==> config.mk <==
export PLATFORM = sky130hd
export DESIGN_NAME = otbn_rnd_edn_rsp
export DESIGN_NICKNAME = d
export VERILOG_FILES = /design/src/rtl/otbn_rnd_edn_rsp.sv
export SDC_FILE = /design/constraint.sdc
export NUM_CORES = 1
export LEC_CHECK = 0
export ABC_AREA = 1
export BUFFER_PORTS_ARGS = -buffer_cell sky130_fd_sc_hd__buf_2
export CAP_MARGIN = 0
export CORE_MARGIN = 4
export CORE_UTILIZATION = 45
export DETAILED_ROUTE_END_ITERATION = 16
export GPL_TIMING_DRIVEN = 0
export PLACE_DENSITY = 0.7
export SLEW_MARGIN = 5
export SYNTH_ARGS = -nofsm -noshare
export SYNTH_HDL_FRONTEND = slang
export SYNTH_SLANG_ARGS = --single-unit
==> constraint.sdc <==
create_clock -name clk_i -period 3.4 [get_ports clk_i]
set_input_delay 0.17 -clock clk_i [delete_from_list [all_inputs] [get_ports clk_i]]
set_output_delay 0.17 -clock clk_i [all_outputs]
set_load 0.005 [all_outputs]
==> src/rtl/otbn_rnd_edn_rsp.sv <==
// otbn_rnd_edn_rsp
//
// Entropy responder behind the OTBN RND special-purpose register. A core RND
// read (rnd_req_i, level) or prefetch (rnd_prefetch_i, pulse) starts an EDN
// fetch. EdnDataWidth/EdnWordWidth EDN words are packed, lowest word first,
// into one RND value. That value is held until the core consumes it with
// rnd_rd_i. EdnDataWidth must be a multiple of EdnWordWidth.
//
// Ports
//   clk_i, rst_ni     clock, asynchronous active-low reset
//   rnd_req_i         core is stalled on an RND read
//   rnd_prefetch_i    start a fetch without consuming
//   rnd_rd_i          consume the buffered value
//   wipe_i            secure wipe of the buffer
//   rnd_valid_o       a complete value is buffered
//   rnd_data_o        packed value (zero unless complete)
//   rnd_fips_o        FIPS status of the buffered value
//   rnd_rd_err_o      one-cycle pulse: rnd_rd_i seen while not valid
//   edn_req_o         EDN request
//   edn_ack_i         EDN word acknowledge
//   edn_data_i        EDN word
//   edn_fips_i        EDN word FIPS flag
//
// Configuration macro: OTBN_RND_FIPS_TRACK_EN
//   defined   - rnd_fips_o is the AND of edn_fips_i over all words of the value
//   undefined - edn_fips_i is ignored and rnd_fips_o follows rnd_valid_o
module otbn_rnd_edn_rsp #(
  parameter int EdnDataWidth = 256,
  parameter int EdnWordWidth = 32
) (
  input  logic                    clk_i,
  input  logic                    rst_ni,
  input  logic                    rnd_req_i,
  input  logic                    rnd_prefetch_i,
  input  logic                    rnd_rd_i,
  input  logic                    wipe_i,
  output logic                    rnd_valid_o,
  output logic [EdnDataWidth-1:0] rnd_data_o,
  output logic                    rnd_fips_o,
  output logic                    rnd_rd_err_o,
  output logic                    edn_req_o,
  input  logic                    edn_ack_i,
  input  logic [EdnWordWidth-1:0] edn_data_i,
  input  logic                    edn_fips_i
);

  localparam int NumWords = EdnDataWidth / EdnWordWidth;
  localparam int CntW     = (NumWords > 1) ? $clog2(NumWords) : 1;
  localparam logic [CntW-1:0] LastCnt = CntW'(NumWords - 1);

  typedef enum logic [1:0] {
    StIdle  = 2'd0,
    StFetch = 2'd1,
    StFull  = 2'd2,
    StDrain = 2'd3
  } state_e;

  state_e          state_q, state_d;
  logic [CntW-1:0] cnt_q, cnt_d;
  logic            rd_err_q, rd_err_d;
  logic            word_we;   // accepted ack: store edn_data_i at word cnt_q
  logic            buf_clr;   // zero every buffer word
  logic            data_gate; // only a complete value is ever exposed

  // State register
  always_ff @(posedge clk_i or negedge rst_ni) begin
    if (!rst_ni) begin
      state_q  <= StIdle;
      cnt_q    <= '0;
      rd_err_q <= 1'b0;
    end else begin
      state_q  <= state_d;
      cnt_q    <= cnt_d;
      rd_err_q <= rd_err_d;
    end
  end

  // Next-state logic. wipe_i outranks rnd_rd_i, which outranks a new fetch.
  always_comb begin
    state_d  = state_q;
    cnt_d    = cnt_q;
    word_we  = 1'b0;
    buf_clr  = 1'b0;
    rd_err_d = rnd_rd_i && (state_q != StFull);
    unique case (state_q)
      StIdle: begin
        if (wipe_i) begin
          buf_clr = 1'b1;
          cnt_d   = '0;
        end else if (rnd_req_i || rnd_prefetch_i) begin
          state_d = StFetch;
          cnt_d   = '0;
        end
      end
      StFetch: begin
        if (wipe_i) begin
          buf_clr = 1'b1;
          cnt_d   = '0;
          // A request may only be dropped after its ack. If the ack is
          // already here it is discarded and nothing is left to drain.
          state_d = edn_ack_i ? StIdle : StDrain;
        end else if (edn_ack_i) begin
          word_we = 1'b1;
          cnt_d   = cnt_q + 1'b1;
          if (cnt_q == LastCnt) begin
            state_d = StFull;
          end
        end
      end
      StFull: begin
        if (wipe_i) begin
          buf_clr = 1'b1;
          cnt_d   = '0;
          state_d = StIdle;
        end else if (rnd_rd_i) begin
          buf_clr = 1'b1;
          cnt_d   = '0;
          state_d = rnd_prefetch_i ? StFetch : StIdle;
        end
      end
      StDrain: begin
        // Hold the request until the outstanding ack arrives, then drop it.
        if (edn_ack_i) begin
          state_d = StIdle;
        end
      end
      default: begin
        state_d = StIdle;
      end
    endcase
  end

  // Output decode, from registered state only
  always_comb begin
    rnd_valid_o  = (state_q == StFull);
    edn_req_o    = (state_q == StFetch) || (state_q == StDrain);
    rnd_rd_err_o = rd_err_q;
    data_gate    = (state_q == StFull);
  end

  // Packing buffer, one register per EDN word
  for (genvar gi = 0; gi < NumWords; gi++) begin : g_word
    logic [EdnWordWidth-1:0] word_q, word_d;

    always_comb begin
      word_d = word_q;
      if (buf_clr) begin
        word_d = '0;
      end else if (word_we && (cnt_q == CntW'(gi))) begin
        word_d = edn_data_i;
      end
    end

    always_ff @(posedge clk_i or negedge rst_ni) begin
      if (!rst_ni) begin
        word_q <= '0;
      end else begin
        word_q <= word_d;
      end
    end

    assign rnd_data_o[gi*EdnWordWidth +: EdnWordWidth] = data_gate ? word_q : '0;
  end

`ifdef OTBN_RND_FIPS_TRACK_EN
  logic fips_q, fips_d;
  logic enter_fetch;

  assign enter_fetch = (state_d == StFetch) && (state_q != StFetch);

  // Accumulator starts optimistic on each fetch and drops on any non-FIPS word
  always_comb begin
    fips_d = fips_q;
    if (wipe_i) begin
      fips_d = 1'b0;
    end else if (enter_fetch) begin
      fips_d = 1'b1;
    end else if (word_we) begin
      fips_d = fips_q & edn_fips_i;
    end
  end

  always_ff @(posedge clk_i or negedge rst_ni) begin
    if (!rst_ni) begin
      fips_q <= 1'b0;
    end else begin
      fips_q <= fips_d;
    end
  end

  assign rnd_fips_o = (state_q == StFull) && fips_q;
`else
  logic unused_edn_fips;
  assign unused_edn_fips = edn_fips_i;
  assign rnd_fips_o      = (state_q == StFull);
`endif

endmodule

**After elaboration in Yosys (flattened, before gate mapping)**

Cells that the tools add are included.

- Add/subtract/negate cells: 1
- Eq/ne operators: 18
- Mux-type cells: 49
- Reduce and logical (&&, ||, !) cells: 25

Operators by type and width:

| kind | number |
|---|---|
| 32-bit two-way mux | 24 |
| 2-bit two-way mux | 9 |
| 3-bit two-way mux | 6 |
| 2-bit nonzero test | 8 |
| 3-bit == test (second input constant) | 4 |
| 1-bit logical AND | 9 |
| 3-bit inequality test (second input constant) | 3 |
| 3-bit case mux with 3 select lines | 1 |
| 2-bit inequality test (second input constant) | 4 |
| 2-bit case mux with 4 select lines | 1 |
| 1-bit two-way mux | 7 |
| 3-bit by 2-bit == test with 1-bit output (second input constant) | 2 |
| 6-bit AND reduction | 1 |
| 2-bit == test (second input constant) | 2 |
| 4-bit AND reduction | 1 |
| 3-bit by 1-bit adder with 3-bit output (second input constant) | 1 |
| 3-bit by 1-bit == test with 1-bit output (second input constant) | 1 |
| 3-bit zero test | 1 |
| 3-bit by 2-bit inequality test with 1-bit output (second input constant) | 1 |
| 3-bit nonzero test | 1 |
| 2-bit by 1-bit == test with 1-bit output (second input constant) | 1 |
| 2-bit zero test | 1 |
| 1-bit logical OR | 2 |
| 1-bit case mux with 2 select lines | 1 |
| 2-bit OR reduction | 1 |

- Bits in registers: 262
- Bits of input ports: 40

**Depth between registers and ports, before layout**

- Depth after elaboration: 6
- Gate-level depth with buffers: 10

**Worst setup path after synthesis**

No wires, ideal clock.

- Kind: flip-flop to output port
- From: register state_q[0]
- To: output rnd_data_o[215]
- Data arrival time: 1615 ps
- Required time: 3230 ps
- Setup slack: 1615 ps
- Stages on the path, launching flop included: 8
- Buffers on the path: 3
- Cell sequence: dfrtp_1 inv_1 ha_1 clkbuf_1 clkbuf_1 clkbuf_1 nand2_1 inv_1

- Longest elaborated chain between the ends: 2

Ends and longest elaborated chain:

| item | RTL line | source |
|---|---|---|
| start, declared | 58 | `state_e state_q, state_d;` |
| start signal, assigned | 68 | `state_q <= StIdle;` |
| start signal, assigned | 72 | `state_q <= state_d;` |
| 2-bit == test | -- |  |
| via rnd_fips_o | 39 | `output logic rnd_fips_o,` |
| 32-bit two-way mux | 162 | `assign rnd_data_o[gi*EdnWordWidth +: EdnWordWidth] = data_gate ? word_q : '0;` |
| end, declared | 38 | `output logic [EdnDataWidth-1:0] rnd_data_o,` |

The timed path passes the listed nets, and every way through them passes these cells.

**Final worst setup path**

- From: register state_q[0]
- To: output rnd_data_o[32]

- Longest elaborated chain between the ends: 2

Ends and longest elaborated chain:

| item | RTL line | source |
|---|---|---|
| 2-bit == test | 138 | `data_gate = (state_q == StFull);` |
| 32-bit two-way mux | 162 |  |

No other way between the ends.

==> run_results.csv <==
group,metric,value,unit
timing,setup_violations,0,
timing,timing.final.crit_share,0.9269,
timing,slew_violations,0,
clock_tree,cts_sinks,262,
timing,hold_viol_final,0,
timing,finalWorstPathRequiredPeriod,3.152,ns
run_status,outcome,"complete, no violations",
clock_tree,cts-root-buf,"clkbuf_16",
hold_path,holdCritPathClass,"in2reg",
timing,fmax,317.3,MHz
die,die_w,179.3,microns
power_and_ir_drop,p_leak,11.02,nW
grt,grt_pass1_wl,70060,microns
flow_run,max-cap-violations,0,
drt,avgRoutedWirePerCell,18.66,microns
die,core-area,28780,sq um
placed_design,gp_congestion,0.9104,
synth,synth.distinct_cells,19,
placed_design,post-place-cells,2452,
synth,seq_area_frac_synth,0.4968,
grt,grt_max_degree,105,
placed_design,dp_hpwl,33100,microns
clock_tree,post_cts_buffers,0,
worst_setup_path,crit_required,3.23,ns
grt,grt_pass1_vias,12367,
timing,slew_headroom,0.3367,
grt,grt_usage,0.2848,
die,die_h,179.3,microns
timing,worstMarginPinSlew,0.9949,ns
finish,n_fill_cell,2840,
grt,grt_overflow_total,0,
clock_tree,numCtsBuffers,29,
clock_tree,cts_tree,"yes",
drt,drtAntennaViolNets,0,
timing,fin_ws,0.2484,ns
drt,avgViaCountPerCell,5.268,
worst_setup_path,end_kind,"output pin",
worst_setup_path,worstPathMaxFanout,10,
drt,firstDrtPassIters,6,
synth,syn_avg_cell_area,7.332,sq um
grt,antenna_found_initial,0,
timing,rsz0062_at_grt,"no",
synth,ys_warn_count,0,
clock_tree,cts_buffer_depth,3,
placed_design,port_buffers,266,
drt,routed_wl,46740,microns
drt,via_count,13197,
finish,antenna_cells,0,
worst_setup_path,arrival,2.98,ns
die,die_area,32130,sq um
drt,drt-initial-drc-count,1239,
synth,synth_cells,1800,
die,start_util,0.4586,
die,rows,62,
placed_design,dpl_worst_slack,0.5402,ns
clock_tree,clk_pin_slew,0.06,ns
power_and_ir_drop,peakVddDrop,0.3617,mV
die,pin_count,300,
worst_setup_path,critPathKind,"reg2out",
power_and_ir_drop,finalPower,8.959,mW
finish,area.growth.synth_to_final,21.08,%
clock_tree,clkLatencyLatePin,0.54,ns
power_and_ir_drop,power.density,560.6,nW/um^2
synth,syn_nets,1851,
timing,skew,0.007174,ns
drt,drt_drc_violations_left,0,
synth,ys_ff_latch,262,
worst_setup_path,worstSetupStartpointType,"register",
finish,drive_gt1_frac,0.1829,
clock_tree,htree_levels,1,
synth,synthesis.area,13200,sq um
finish,nets,2152,
finish,layout.cells.non_filler,2505,
## cells in the final DEF, fill, tap and decap left out, drive strengths merged
cell / synthesis / routed
buf: 63 / 331
a21oi: 1 / 1
dlygate4sd3: 0 / 2
clkbuf: 103 / 150
nor3b: 1 / 1
nor2: 16 / 16
nand4: 1 / 1
nand3: 519 / 519
dfrtp: 262 / 262
or2: 1 / 1
inv: 276 / 276
ha: 11 / 11
o21ai: 3 / 3
nand3b: 1 / 1
nand2: 542 / 542
clkinv: 0 / 4
## final timing paths
check	slack [ns]	from	end	cells after the start
max in group asynchronous	2.25	rst_ni	g_word[6].word_q[23]	3
hold / removal	0.01	edn_ack_i	state_q[1]	4
setup / recovery	0.25	state_q[0]	rnd_data_o[32]	8
hold reg to reg	0.50	g_word[7].word_q[11]	g_word[7].word_q[11]	2
min in group asynchronous	0.20	rst_ni	g_word[5].word_q[8]	2
setup reg to reg	0.92	state_q[0]	g_word[5].word_q[5]	10
## area by class of cell
class	instances	area, sq um	share of cell area
Clock buffer	47	863.3	0.05402
Buffer	166	703.2	0.04400
Multi-Input combinational cell	1096	4905	0.3069
Timing Repair Buffer	270	1416	0.08863
Inverter	276	1036	0.06483
Tap cell	384	480.5	0.03007
Sequential cell	262	6556	0.4103
Clock inverter	4	20.02	0.001253
## power breakdown
part	total, mW	internal [mW]	switching [mW]	leakage (nW)
logic	2.61	0.583	2.03	6.94
registers	3.37	3.28	0.0974	3.65
clock network	2.98	1.72	1.26	0.436
## stage by stage
| stage | cell area, sq um | utilization | TNS, ns | hold WS, ns |
|---|---|---|---|---|
| after global routing | 15980 | 0.5553 | 0 | 0.02311 |
| final | 15980 | 0.5553 | 0 | 0.01332 |
| after floorplan | 13200 | - | 0 | -0.1256 |
| after detailed placement | 15070 | 0.5238 | 0 | 0.2165 |
| after global placement | 15010 | 0.5215 | -697.44 | 0.3969 |
| after CTS | 15980 | 0.5552 | 0 | 0.0002552 |
## state kept, by name (all words and copies together) (netlist names)
register	cells
cnt_q	3
g_word.word_q	256
rnd_rd_err_o	1
state_q	2
## kinds of logic (layout without fill, tap and decap cells)
kind of cell / count (synthesis) / count (layout) / synth area share
buffers and inverters: 442 / 763 / 0.1316
AND/OR/NAND/NOR: 1081 / 1081 / 0.3597
flip-flops: 262 / 262 / 0.4968
adder cells (fa/ha/maj): 11 / 11 / 0.01043
AO/OA/AOI/OAI: 4 / 4 / 0.001516
## per-layer routing
metal | GRT usage | routed length [microns] | vias up
met5 | 0 | 0 | -
met4 | 0.1139 | 2107 | 0
met3 | 0.05335 | 4529 | 126
met2 | 0.4522 | 21410 | 680
met1 | 0.3871 | 18690 | 6240
li1 | - | - | 6151
## synthesized netlist by cell type, drive strengths merged
library cell | n | share of area
dfrtp | 262 | 0.50
nand3b | 1 | 0.00057
buf | 63 | 0.024
nand4 | 1 | 0.00047
nor2 | 16 | 0.0057
ha | 11 | 0.010
nand3 | 519 | 0.20
nand2 | 542 | 0.15
clkbuf | 103 | 0.029
nor3b | 1 | 0.00057
a21oi | 1 | 0.00038
o21ai | 3 | 0.0011
inv | 276 | 0.078
or2 | 1 | 0.00047
## repair_timing
action / 4_1_cts / 5_1_grt
endpoints found under the hold margin: 82 / 0
endpoints found under the setup margin: 4 / 48
hold buffers: 2 / 0
gates resized for setup: 1 / 2
gates cloned: 0 / 0
## worst max-delay path, cell delays in order, from the launching register on
cell,delay (ns)
dfrtp_1,0.41
inv_1,0.12
ha_1,0.21
clkbuf_1,0.37
clkbuf_2,0.47
clkbuf_1,0.49
nand2_1,0.13
inv_1,0.11
buf_2,0.12
Note: power is estimated with default switching activity, not from simulation.
